File: config.mk
export PLATFORM = sky130hd
export DESIGN_NAME = board_controller
export DESIGN_NICKNAME = d
export VERILOG_FILES = /design/src/rtl/board_controller.sv
export SDC_FILE = /design/constraint.sdc
export NUM_CORES = 1
export LEC_CHECK = 0
export ABC_AREA = 1
export CAP_MARGIN = 20
export CORE_AREA = 2 2 120 87
export CTS_BUF_LIST = sky130_fd_sc_hd__clkbuf_16
export CTS_CLUSTER_SIZE = 10
export DETAILED_ROUTE_END_ITERATION = 12
export DIE_AREA = 0 0 122 89
export PLACE_DENSITY = 0.73
export SKIP_LAST_GASP = 1
export SLEW_MARGIN = 20
export SYNTH_ARGS = -nofsm -noshare
export SYNTH_HDL_FRONTEND = slang
export SYNTH_SLANG_ARGS = --single-unit
export TNS_END_PERCENT = 50
File: constraint.sdc
create_clock -name clk -period 6.31 [get_ports clk]
set_input_delay 1.262 -clock clk [delete_from_list [all_inputs] [get_ports clk]]
set_output_delay 1.262 -clock clk [all_outputs]
set_load 0.02 [all_outputs]
File: src/rtl/board_controller.sv
// board_controller: debounced two-button paddle mover with per-frame stepping, acceleration and edge clamps
//   clk        system clock
//   reset      asynchronous active-low reset
//   btn_left   raw left button (async, bouncy)
//   btn_right  raw right button (async, bouncy)
//   pause      freezes board position and acceleration
//   x, y       VGA scan position, used to derive the once-per-frame refresh tick
//   board_x    board left edge; board_y constant board top
//   moving     board steps on the next refresh tick
//   at_left    board sits at column 0; at_right board sits at the rightmost legal column
module board_controller #(
  parameter int X_MAX           = 639,
  parameter int BOARD_WIDTH     = 64,
  parameter int BOARD_Y         = 440,
  parameter int BOARD_X_INIT    = 288,
  parameter int DEBOUNCE_CYCLES = 1000000,
  parameter int SPEED_MIN       = 1,
  parameter int SPEED_MAX       = 8,
  parameter int ACCEL_TICKS     = 8
) (
  input  logic       clk,
  input  logic       reset,
  input  logic       btn_left,
  input  logic       btn_right,
  input  logic       pause,
  input  logic [9:0] x,
  input  logic [9:0] y,
  output logic [9:0] board_x,
  output logic [9:0] board_y,
  output logic       moving,
  output logic       at_left,
  output logic       at_right
);
  typedef enum logic [1:0] {IDLE, MOVE_L, MOVE_R} state_t;
  localparam int XR = X_MAX + 1 - BOARD_WIDTH;
  localparam int CW = $clog2(DEBOUNCE_CYCLES + 1);
  localparam int SW = $clog2(SPEED_MAX + 1);
  localparam int HW = $clog2(ACCEL_TICKS + 1);
  logic [1:0] sl_q, sl_d, sr_q, sr_d;
  logic dbl_q, dbl_d, dbr_q, dbr_d;
  logic [CW-1:0] cntl_q, cntl_d, cntr_q, cntr_d;
  logic cond_q, cond_d;
  state_t state_q, state_d;
  logic [SW-1:0] speed_q, speed_d, spd;
  logic [HW-1:0] hold_q, hold_d, hld;
  logic [9:0] board_x_q, board_x_d, nx_l, nx_r;
  logic moving_q, moving_d, at_left_q, at_left_d, at_right_q, at_right_d;
  logic diff_l, diff_r, done_l, done_r, tick, restart, step, wrap;
  logic [10:0] dif, sum;
  always_comb begin
    sl_d = {sl_q[0], btn_left};
    sr_d = {sr_q[0], btn_right};
    diff_l = sl_q[1] ^ dbl_q;
    diff_r = sr_q[1] ^ dbr_q;
    done_l = diff_l && cntl_q == CW'(DEBOUNCE_CYCLES - 1);
    done_r = diff_r && cntr_q == CW'(DEBOUNCE_CYCLES - 1);
    dbl_d = dbl_q ^ done_l;
    dbr_d = dbr_q ^ done_r;
    cntl_d = (diff_l && !done_l) ? cntl_q + 1'b1 : '0;
    cntr_d = (diff_r && !done_r) ? cntr_q + 1'b1 : '0;
    cond_d = (y == 10'd481) && (x == 10'd0);
    tick = cond_d && !cond_q;
    state_d = (dbl_q == dbr_q) ? IDLE : dbl_q ? MOVE_L : MOVE_R;
    // a direction change or IDLE restarts acceleration in the same cycle, so a coincident tick uses SPEED_MIN
    restart = (state_d != state_q) || (state_d == IDLE);
    spd = restart ? SW'(SPEED_MIN) : speed_q;
    hld = restart ? '0 : hold_q;
    step = tick && !pause && (state_d != IDLE);
    // 11-bit arithmetic: bit 10 of dif flags an underflow past column 0
    dif = {1'b0, board_x_q} - 11'(spd);
    sum = {1'b0, board_x_q} + 11'(spd);
    nx_l = dif[10] ? 10'd0 : dif[9:0];
    nx_r = (sum > 11'(XR)) ? 10'(XR) : sum[9:0];
    board_x_d = !step ? board_x_q : (state_d == MOVE_L) ? nx_l : nx_r;
    wrap = hld == HW'(ACCEL_TICKS - 1);
    hold_d = !step ? hld : wrap ? '0 : hld + 1'b1;
    speed_d = (!step || !wrap || spd >= SW'(SPEED_MAX)) ? spd : spd + 1'b1;
    moving_d = (state_d != IDLE) && !pause;
    at_left_d = board_x_d == 10'd0;
    at_right_d = board_x_d == 10'(XR);
  end
  always_ff @(posedge clk or negedge reset) begin
    if (!reset) begin
      sl_q       <= '0;
      sr_q       <= '0;
      dbl_q      <= 1'b0;
      dbr_q      <= 1'b0;
      cntl_q     <= '0;
      cntr_q     <= '0;
      cond_q     <= 1'b0;
      state_q    <= IDLE;
      speed_q    <= SW'(SPEED_MIN);
      hold_q     <= '0;
      board_x_q  <= 10'(BOARD_X_INIT);
      moving_q   <= 1'b0;
      at_left_q  <= 1'b0;
      at_right_q <= 1'b0;
    end else begin
      sl_q       <= sl_d;
      sr_q       <= sr_d;
      dbl_q      <= dbl_d;
      dbr_q      <= dbr_d;
      cntl_q     <= cntl_d;
      cntr_q     <= cntr_d;
      cond_q     <= cond_d;
      state_q    <= state_d;
      speed_q    <= speed_d;
      hold_q     <= hold_d;
      board_x_q  <= board_x_d;
      moving_q   <= moving_d;
      at_left_q  <= at_left_d;
      at_right_q <= at_right_d;
    end
  end
  assign board_x  = board_x_q;
  assign board_y  = 10'(BOARD_Y);
  assign moving   = moving_q;
  assign at_left  = at_left_q;
  assign at_right = at_right_q;
endmodule
==> impl_metrics.py, run 1 <==
metrics = {
    "synthesis": {
        "ys_warn_count": 0,
        "synth_area_mm2": 0.004394,
        "synth_simple_gate_area_share_pct": 32.49,
        "synth_top_flop_cell": "dfrtp_1",
        "synth_compound_area_share_pct": 8.144,
        "synth_seq_cells": 70,
        "synth_xor_area_share_pct": 3.189,
        "synth_area_leaders": "dfrtp_1 38%, nand2_1 9.7%, inv_1 6.7%, nor2_1 5.6%, nand3_1 4.1%",
        "muxShareOfSynthArea_pct": 0.7688,
        "async_reset_ff_share_pct": 100.0,
        "synth_most_common_cell": "nand2_1",
        "yosys.area_share.adder_pct": 4.897,
        "synth_largest_area_cell": "dfrtp_1",
        "synth_top_family_by_area": "simple AND/OR/NAND/NOR gates",
        "syn_avg_cell_area_um2": 7.655,
        "seq_area_frac_synth_pct": 39.95,
        "synthTopCellsByCount": "114 x nand2_1, 78 x inv_1, 67 x dfrtp_1, 65 x nor2_1, 36 x nand3_1",
        "synth_edf_count": 0,
        "synth_cells": 574,
        "synth_cell_types": 46,
        "synth_top_area_share_pct": 38.15,
    },
    "sta": {
        "finalHoldViolCount": 0,
        "slew_viol_final": 0,
        "layout_min_cycle_time_ps": 3914,
        "setup_viol": 0,
        "tns_ps": 0,
        "fin_skew_ps": 6.319,
        "timing.final.crit_share_pct": 62.02,
        "max_freq_ghz": 0.2555,
        "hold_ws_ps": 353.1,
        "rsz0062_at_grt": "false",
        "worstMarginPinSlew_ps": 878.6,
        "maxSlewHeadroom_pct": 41.43,
    },
    "grt": {
        "grt_first_pass_wirelength_um": 16350,
        "antenna_found_initial": 0,
        "grt_use_total_pct": 19.27,
        "grt_max_degree": 71,
        "overflow": 0,
        "grt_pass1_vias": 3516,
    },
    "floorplan": {
        "start_util_pct": 45.91,
        "core_area_mm2": 0.009572,
        "rows": 30,
        "die_x_um": 122,
        "dieArea_mm2": 0.01086,
        "io_pins": 48,
        "die_h_um": 89,
    },
    "cells_and_area": {
        "regArea_mm2": 0.001755,
        "fillers": 903,
        "n_antenna_cell": 0,
        "layout-drive-gt1-share_pct": 11.43,
        "syn_to_final_growth_pct": 16.86,
        "multi_input_area_mm2": 0.002212,
        "final_nets": 657,
    },
    "clocking": {
        "clk_latency_ps": 330,
        "post_cts_resized": 0,
        "clock-root-buffer": "clkbuf_16",
        "cts.sinks": 70,
        "htree_levels": 3,
        "postCtsSetupRepairBufs": 0,
        "holdBufCountCts": 0,
        "cts_buffer_depth": 2,
        "cts_made_buffers": 9,
        "cts_tree": "built",
        "path_clk_slew_ps": 60,
    },
    "worst_setup_path": {
        "worst-r2r-setup-slack_ps": 2400,
        "arrival_ps": 4180,
        "cp_common_cell": "nand2_1",
        "critPathMaxStageDelay_ps": 450,
        "start_kind": "flip-flop",
        "criticalPathCategory": "flip-flop to flip-flop",
        "cpMaxStageDelayCell": "fa_1",
        "worst-endpoint-required_ps": 6570,
        "cp_max_fo": 8,
        "worst_setup_path_end_kind": "flip-flop",
        "reg2reg_to": "at_left",
        "r2r_cells": 27,
    },
    "worst_hold_path": {
        "hp-class": "flip-flop to flip-flop",
        "hold_path_depth": 0,
        "min_to": "sl_q[1]",
        "min_from": "sl_q[0]",
    },
    "drt": {
        "viasPerCell": 5.032,
        "drtPass1Iterations": 5,
        "drt_iter0_markers": 268,
        "drc": 0,
        "wl_um": 9567,
        "ant_nets": 0,
        "wl_per_cell_um": 12.77,
        "vias": 3769,
    },
    "power_and_ir_drop": {
        "power_frac_seq_pct": 46.3,
        "p_clk_share_pct": 49.1,
        "p_int_w": 0.0007716,
        "p_sw_w": 0.0002135,
        "swShare_pct": 21.67,
        "cellPowerDensity_mw_per_mm2": 191.8,
        "p_comb_share_pct": 4.6,
        "cellLeakagePower_nw": 2.404,
        "vdd_drop_max_v": 0.0001287,
    },
    "placement": {
        "portBuffers": 37,
        "hpwl_um": 7232,
        "finalWeightedCongestion": 0.9134,
    },
    "status": {
        "outcome": "finished, final reports clean",
    },
    "run": {
        "drv_cap": 0,
    },
}
-- routing by layer --
metal	part of all wire (%)	vias to the layer above	global-route usage, %
met1	51	1750	26.99
met4	1.4	0	6.374
met5	0	-	0
met3	5.4	11	4.337
li1	-	1907	-
met2	43	101	29.91
-- kinds of logic after synthesis --
family | Yosys count
other cells | 2
compound gates | 63
simple gates | 297
buf+inv | 107
fa+ha+maj | 16
flops | 70
mux | 3
xor+xnor | 16
-- layout by cell type (no fill, tap or decap), drive strengths merged, types with 6 or more instances in the layout --
master,count
nor3,22
clkbuf,9
inv,92
nand2,127
clkdlybuf4s50,36
a21oi,34
conb,10
nor2,80
nor4,6
o21ai,19
nand3,40
dfrtp,67
xor2,13
clkinv,6
nand4,15
ha,14
-- flip-flops by register name, summed over array words and instances, names as in the netlist, named ones only --
signal	cells
cntr_q	20
cond_q	1
board_x	10
moving	1
sr_q	2
at_right	1
cntl_q	20
sl_q	2
hold_q	4
at_left	1
state_q	2
speed_q	4
-- power by group through the flow --
stage	clock (W)	combinational [W]	sequential (W)
4_1_cts	0.000490	0.0000463	0.000456
5_1_grt	0.000510	0.0000512	0.000457
2_1_floorplan	0	0.0000226	0.000464
3_3_place_gp	0	0.0000451	0.000464
3_5_place_dp	0	0.0000461	0.000464
6_report	0.000483	0.0000452	0.000456
-- through the flow --
stage	power, W	instance area, µm²	worst slack, ps	cells	utilization (%)
2_1_floorplan	0.0004862	4424	2969	582	-
3_3_place_gp	0.0005092	4851	2571	733	50.68
3_5_place_dp	0.0005103	4851	2411	733	50.68
4_1_cts	0.0009925	5135	2399	749	53.65
5_1_grt	0.001018	5135	2015	749	53.65
6_report	0.0009851	5135	2396	749	53.65
-- critical path, delay by kind of cell, from the launching register on --
kind / cells / cell delay (ps)
and+or+nand+nor: 19 / 1770
adders and majority gates: 3 / 1020
DFF: 1 / 430
buffers and inverters: 4 / 390
xor gates and xnor gates: 1 / 220
-- worst max path at each step --
stage | start | end | cells past startpoint
finish | flip-flop | at_left | 27
global route | flip-flop | at_left | 25
CTS | flip-flop | at_left | 27
detailed placement | flip-flop | at_left | 27
global placement | flip-flop | at_left | 27
floorplan | flip-flop | at_left | 27
-- cell type report --
class,instances,area share [%]
well taps,128,3.119
flip-flops and latches,70,34.19
clock inverters,7,1.145
repair buffers,38,7.261
multi-input cells,405,43.08
clock buffers,9,4.386
inverters,92,6.823
(Power assumes the default switching activity.)
==> inputs of run 2 (changes only) <==
==> constraint.sdc (replaced) <==
create_clock -name clk -period 4.1 [get_ports clk]
set_input_delay 0.82 -clock clk [delete_from_list [all_inputs] [get_ports clk]]
set_output_delay 0.82 -clock clk [all_outputs]
set_load 0.02 [all_outputs]
==> impl_metrics.py, run 2 (synthesized netlist as in run 1, its figures left out) <==
metrics = {
    "sta": {
        "max_freq_ghz": 0.2672,
        "tns_ps": 0,
        "slew_viol_final": 0,
        "rsz0062_at_grt": "false",
        "fin_skew_ps": 6.235,
        "setup_viol": 0,
        "worstMarginPinSlew_ps": 859.5,
        "postLayoutSetupSlackWorst_ps": 357.1,
        "finalHoldViolCount": 0,
        "layout_min_cycle_time_ps": 3743,
        "timing.final.crit_share_pct": 91.29,
        "maxSlewHeadroom_pct": 42.70,
    },
    "cells_and_area": {
        "layout-drive-gt1-share_pct": 12.20,
        "n_antenna_cell": 0,
        "fillers": 895,
        "layout_common_cells": "114 x nand2_1, 78 x inv_1, 67 x dfrtp_1",
        "final_nets": 659,
        "syn_to_final_growth_pct": 18.42,
        "regArea_mm2": 0.001755,
        "layout_commonest_cell": "nand2_1",
        "multi_input_area_mm2": 0.002212,
    },
    "drt": {
        "ant_nets": 0,
        "drt_iter0_markers": 268,
        "viasPerCell": 5.063,
        "drtPass1Iterations": 5,
        "wl_per_cell_um": 12.96,
        "drc": 0,
        "wl_um": 9735,
        "vias": 3802,
    },
    "worst_setup_path": {
        "crit_buf_inv": 4,
        "cp_max_fo": 7,
        "criticalPathCategory": "flip-flop to flip-flop",
        "start_kind": "flip-flop",
        "cp_common_cell": "nand2_1",
        "crit_family": "simple AND/OR/NAND/NOR gates",
        "worst-endpoint-required_ps": 4360,
        "arrival_ps": 4010,
        "cpMaxStageDelayCell": "fa_1",
        "worst_setup_path_end_kind": "flip-flop",
        "critPathMaxStageDelay_ps": 460,
    },
    "floorplan": {
        "io_pins": 48,
        "core_area_mm2": 0.009572,
        "rows": 30,
        "die_x_um": 122,
        "die_h_um": 89,
        "dieArea_mm2": 0.01086,
        "start_util_pct": 45.91,
    },
    "placement": {
        "finalWeightedCongestion": 0.8926,
        "portBuffers": 37,
        "hpwl_um": 7345,
        "dp_slack_ps": 383.9,
    },
    "power_and_ir_drop": {
        "vdd_drop_max_v": 0.0002265,
        "cellPowerDensity_mw_per_mm2": 318.7,
        "cellLeakagePower_nw": 2.434,
    },
    "clocking": {
        "htree_levels": 3,
        "cts_buffer_depth": 2,
        "holdBufCountCts": 0,
        "cts.sinks": 70,
        "path_clk_slew_ps": 60,
        "cts_tree": "built",
        "clk_latency_ps": 340,
        "cts_made_buffers": 9,
        "clock-root-buffer": "clkbuf_16",
        "post_cts_resized": 0,
        "postCtsSetupRepairBufs": 0,
    },
    "grt": {
        "grt_first_pass_wirelength_um": 16550,
        "antenna_found_initial": 0,
        "grt_use_total_pct": 19.65,
        "grt_pass1_vias": 3511,
        "grt_max_degree": 39,
        "overflow": 0,
    },
    "status": {
        "outcome": "finished, final reports clean",
    },
    "run": {
        "drv_cap": 0,
    },
    "worst_hold_path": {
        "min_from": "sl_q[0]",
        "hp-class": "flip-flop to flip-flop",
    },
}
run 2: cell types whose count changed in the layout (fill, tap and decap cells not counted), sizes merged:
cell,delta
bufinv,+2
buf,+2
inv,-2
run 2: path summary, 6_finish.rpt:
path / slack (ps) / end / depth (start not counted)
worst max-delay path: 360 / at_right / 26
worst min-delay path: 340 / sl_q[1] / 0
worst max register to register: 360 / at_right / 26
worst min register to register: 340 / sl_q[1] / 0
max in group asynchronous: 2650 / board_x[8] / 2
min in group asynchronous: 590 / speed_q[3] / 1
run 2: layout make-up:
cell class	instances	area share (%)
clock buffer	9	4.328
clock inverter	7	2.164
inverter	92	6.732
multi-input combinational	405	42.51
sequential	70	33.73
tap	128	3.078
timing repair buffer	40	7.454
run 2: where the power goes:
part           leakage, nW  switching, W  internal (W)
Combinational         1.34     0.0000424     0.0000284
Clock                0.167      0.000295      0.000590
Sequential           0.927    0.00000444      0.000698
run 2: metal layers:
metal	routed length (µm)	up-vias	part of all wire [%]	global-route usage, %
met2	4146	114	43	29.66
met4	158	0	1.6	7.524
met5	0	-	0	0
met1	4855	1763	50	27.81
li1	-	1910	-	-
met3	575	15	5.9	4.401
run 2: stage by stage:
step	cells	cell area [µm²]	hold WS [ps]	utilization, %	power, W
after floorplan	582	4424	331.2	-	0.0007483
after global placement	735	4866	339.4	50.84	0.0007844
after detailed placement	735	4866	337.1	50.84	0.0007868
after CTS	751	5204	348.6	54.37	0.001679
after global routing	751	5204	354.8	54.37	0.001717
final	751	5204	344.1	54.37	0.001658
run 2: worst reg2reg max path, delay by kind of cell, from the launching register on:
kind	cells	cell delay, ps
DFF	1	400
adders and majority gates	3	1050
and+or+nand+nor	19	1920
buffers and inverters	4	300
==> edit 1: new RTL, flow settings as in run 2 <==
Reset style: synchronous (`reset`), changed in one clocked block. Comments in the files are not updated.
--- a/src/rtl/board_controller.sv
+++ b/src/rtl/board_controller.sv
@@ -81,3 +81,3 @@
   end
-  always_ff @(posedge clk or negedge reset) begin
+  always_ff @(posedge clk) begin
     if (!reset) begin
Behaviour: no difference found for any inputs over 10 cycles, from zero or initial values and one cycle with reset low; that may be too few to reach the edited logic, so the function may still have changed.
==> edit 1 against run 2 <==
- via count grew 1.7%
- area after synthesis fell by 4.8%
- routed wire length is 4.7% lower
- maximum frequency is 0.47% higher
- power fell by 6.4%
- sequential cell count unchanged
- worst setup slack improved by 0.018 ns
- design area down 4.6%
- largest power group unchanged
==> edit 1: results (changes against run 2) <==
Route
  – Routed met1 length: 4640 µm (-4.4%)
  – DR WL/cell: 11.8 µm (-8.9%)
  – DR vias: 3867 (+1.7%)
  – Vias per cell: 4.92 (-2.8%)
  – Met2 routed wirelength: 3960 µm (-4.6%)

Synth
  – Area contributors post-synth: dfxtp_1 33%, nand2_1 12%, inv_1 7.6%
  – Synth Flop Type: dfxtp_1
  – Number of library cell types mapped by synthesis: 45 (-2.2%)
  – Post-Synth XOR/XNOR Area: 0.0311 (-0.000790)
  – Seq/Total Area, Yosys: 0.335 (-0.0646)
  – Mux share of post-synthesis cell area: 0 (-0.00769)
  – Post-Synthesis Cells: 612 (+6.6%)
  – Syn Area/Cell: 6.84 µm² (-11%)
  – Most frequent cells after synthesis: 130 x nand2_1, 85 x inv_1, 84 x nor2_1, 70 x dfxtp_1

Pwr
  – Net Sw Frac: 0.202 (-0.00351)
  – Seq pwr: 0.684 mW (-3%)
  – Combinational share of power: 0.036 (-0.007)

Placement
  – Pre-CTS WS: 0.390 ns (+0.00592 ns)
  – Dpl cell area: 0.00465 mm² (-4.5%)
  – DP HPWL: 7170 µm (-2.4%)
  – Placed instance count: 770 (+4.8%)

Cells and area
  – Fraction of area in multi-input gates: 0.470 (+0.0453)
  – Seq/total area: 0.282 (-0.0550)
  – Buffering overhead: 0.0807 (+0.00613)
  – Area Overhead vs Synth: 18.6%
  – Fill count: 929 (+3.8%)
  – Clock buf/inv share: 0.0630 (-0.00190)
  – Fin nets: 694 (+5.3%)

Worst hold path
  – Min-Delay Path Depth: 2 (+2)

GRT
  – Gr usage total: 0.179 (-0.0170)
  – Grt met1 use: 0.249 (-0.0288)
  – Largest net degree at the start of global routing: 21 (-46%)
  – Met3 usage: 0.0421 (-0.00191)
  – Vias in the first global route: 3444 (-1.9%)

Run status
  – Outcome: complete, no violations
edit 1: cell count changes after synthesis, sizes merged, moves of 6 or more:
cell	run 2	this run
dfrtp	67	0
nor2	80	94
nand2	127	140
dfxtp	0	70
or2	1	7
edit 1: critical path, cell delays in order (launching register included):
cell and delay (ns):
dfxtp_1 0.35, inv_1 0.08, ha_1 0.33, inv_1 0.11
nand2_1 0.06, nor2_1 0.08, inv_1 0.05, nor2_1 0.15
inv_1 0.09, or2_2 0.34, ha_1 0.23, fa_1 0.42
nand3_1 0.15, nand2_2 0.12, nand2_2 0.10, xor2_2 0.15
nand2_1 0.07, nand2_1 0.09, nand2_2 0.11, nand2_1 0.08
nand2_1 0.06, nand2_2 0.08, nand2_2 0.06, nor2_2 0.16
nand2_1 0.07, nor2_1 0.08
edit 1: cell families after synthesis:
family	count (synthesis)
buffers and inverters	112
xor gates and xnor gates	14
other	2
AOI/OAI and AO/OA	68
adders and majority gates	16
and+or+nand+nor	330
DFF	70
==> edit 2: new RTL, flow settings as in run 2 <==
Without the edit above. Set the parameter `DEBOUNCE_CYCLES` to 2000000 (it was 1000000).
--- a/src/rtl/board_controller.sv
+++ b/src/rtl/board_controller.sv
@@ -15,3 +15,3 @@
   parameter int BOARD_X_INIT    = 288,
-  parameter int DEBOUNCE_CYCLES = 1000000,
+  parameter int DEBOUNCE_CYCLES = 2000000,
   parameter int SPEED_MIN       = 1,
Check against the original RTL: same outputs for any inputs over 10 cycles, from zero or initial values and one cycle with reset low; that may be too few to reach the edited logic, so the function may still have changed.
==> edit 2 against run 2 <==
- routed wire length increased by 2.6%
- worst setup slack worse by 0.014 ns
- sequential cell count is 2 higher
- hold slack better by 0.0078 ns
- clock power fell by 0.5%
- power up 1.0%
- design area up 2.8%
- sequential share of layout area about the same
- cell count up 2.3%
- highest routed layer unchanged
- critical endpoint is now at_left
- area after synthesis is 3.7% higher
- via count rose by 3.2%
- synthesized cell count increased by 3.5%
==> edit 2: results (changes against run 2) <==
Run status
  – Outcome: complete, no violations

Pwr
  – Net Sw Frac: 0.203 (-0.00292)
  – Top power group: clock
  – P_comb: 0.0721 mW (+2%)
  – Cell leakage power: 2.46 nW (+0.95%)
  – Seq pwr: 0.722 mW (+3%)
  – Max VDD drop: 0.238 mV (+5.3%)

Route
  – Routed met1 length: 4970 µm (+2.3%)
  – Routed wl met3: 502 µm (-13%)
  – DRT iter0 DRCs: 223 (-17%)
  – DR WL/cell: 13.0 µm (+0.31%)
  – DR top layer: met4
  – Pre-Repair DR Iteration Count: 5 (unchanged)
  – Total Wirelength: 9990 µm (+2.6%)
  – Met2 routed wirelength: 4370 µm (+5.3%)
  – Vias per cell: 5.11 (+0.95%)

Synth
  – Post-Synthesis Cells: 594 (+3.5%)
  – Most frequent cells after synthesis: 119 x nand2_1, 79 x inv_1, 74 x nor2_1, 69 x dfrtp_1, 36 x a21oi_1
  – Area contributors post-synth: dfrtp_1 38%, nand2_1 9.8%, inv_1 6.5%
  – Synth Flop Type: dfrtp_1
  – Number of library cell types mapped by synthesis: 50 (+8.7%)
  – Seq/Total Area, Yosys: 0.396 (-0.00339)

Cells and area
  – Layout cells sized above 1: 0.122 (about the same)
  – Multi-In Gates: 423 (+4.4%)
  – Buffering overhead: 0.0725 (-0.00201)
  – Fin nets: 676 (+2.6%)
  – Register area: 0.00181 mm² (+2.9%)
  – Fraction of area in multi-input gates: 0.433 (+0.00822)
  – Clock buf/inv share: 0.0627 (-0.00221)
  – Bufs w/o clock: 40 (unchanged)
  – Fill count: 875 (-2.2%)
  – Inverters, non-clock: 89 (-3.3%)
  – N_diodes: 0 (unchanged)

Clock network
  – Setup Fix Bufs, Post-CTS: 0 (unchanged)
  – Number of buffers created by CTS: 9 (unchanged)
  – Clock Latency Late Sink: between 0.3 and 0.4 ns
  – Root buffer cell: clkbuf_16
  – Num Clock Sinks: 72 (+2.9%)

Placement
  – GP Congestion: 0.973 (+9.0%)
  – Placed instance count: 752 (+2.3%)
  – DP HPWL: 7580 µm (+3.2%)

GRT
  – Vias in the first global route: 3683 (+4.9%)
  – Grt met1 use: 0.281 (+0.00306)
  – Largest net degree at the start of global routing: 33 (-15%)
  – M2 GR Usage: 0.316 (+0.0193)
  – Gr usage total: 0.201 (+0.00464)
  – First-pass GRT wire length: 17100 µm (+3.5%)
  – Met3 usage: 0.0453 (+0.00128)

Critical path
  – Worst R2R Setup Slack: between 0.3 and 0.4 ns
  – Max stage delay on crit path: 0.45 ns
  – CP Max Fanout: 7 (unchanged)
  – Worst path top cell family by delay: simple AND/OR/NAND/NOR gates
  – R2R cell count: 25 (-3.8%)
  – CP Data Arrival Time: 3.98 ns (-0.03 ns)

STA
  – Relative slew slack: 0.570 (+0.143)
  – Fin Clk Skew: 0.00522 ns (-0.00102 ns)

Worst hold path
  – Min-Delay Path Depth: 0 (unchanged)
-- edit 2: what timing repair did --
item                                    in CTS  in global routing
hold buffers                                 0                  0
endpoints found under the setup margin       0                  1
resized for setup                            0                  1
-- edit 2: worst paths after layout --
| path | end | from |
|---|---|---|
| worst min-delay path | sl_q[1] | sl_q[0] |
| worst max-delay path | at_left | register |
| worst min register to register | sl_q[1] | sl_q[0] |
| min in group asynchronous | board_x[4] | reset |
| worst max register to register | at_left | register |
| max in group asynchronous | asynchronous set/reset pin | reset |
-- edit 2: cell families (layout without fill, tap and decap cells) --
| group | Yosys count | count (layout) | share of synthesized area |
|---|---|---|---|
| AOI/OAI and AO/OA | 62 | 62 | 0.0752 |
| xor gates and xnor gates | 18 | 18 | 0.0346 |
| adders and majority gates | 16 | 16 | 0.0472 |
| buffers and inverters | 107 | 145 | 0.104 |
| DFF | 72 | 72 | 0.396 |
| muxes | 2 | 2 | 0.00494 |
| other | 2 | 10 | 0.00165 |
| and+or+nand+nor | 315 | 315 | 0.337 |
-- edit 2: worst reg2reg max path, delay by kind of cell (launching register included) --
family,cells,cell delay (ns)
adders and majority gates,3,1.08
buffers and inverters,5,0.33
DFF,1,0.41
and+or+nand+nor,16,1.77
AOI/OAI and AO/OA,1,0.06
-- edit 2: stage by stage --
step	worst slack (ns)	area [µm²]	power [mW]	hold slack [ns]	util
3_3_place_gp	0.502	5000	0.806	0.344	0.523
5_1_grt	0.00489	5350	1.73	0.366	0.559
3_5_place_dp	0.368	5000	0.808	0.343	0.523
6_report	0.343	5350	1.68	0.352	0.559
2_1_floorplan	0.707	4590	0.770	0.331	-
4_1_cts	0.329	5340	1.69	0.356	0.558
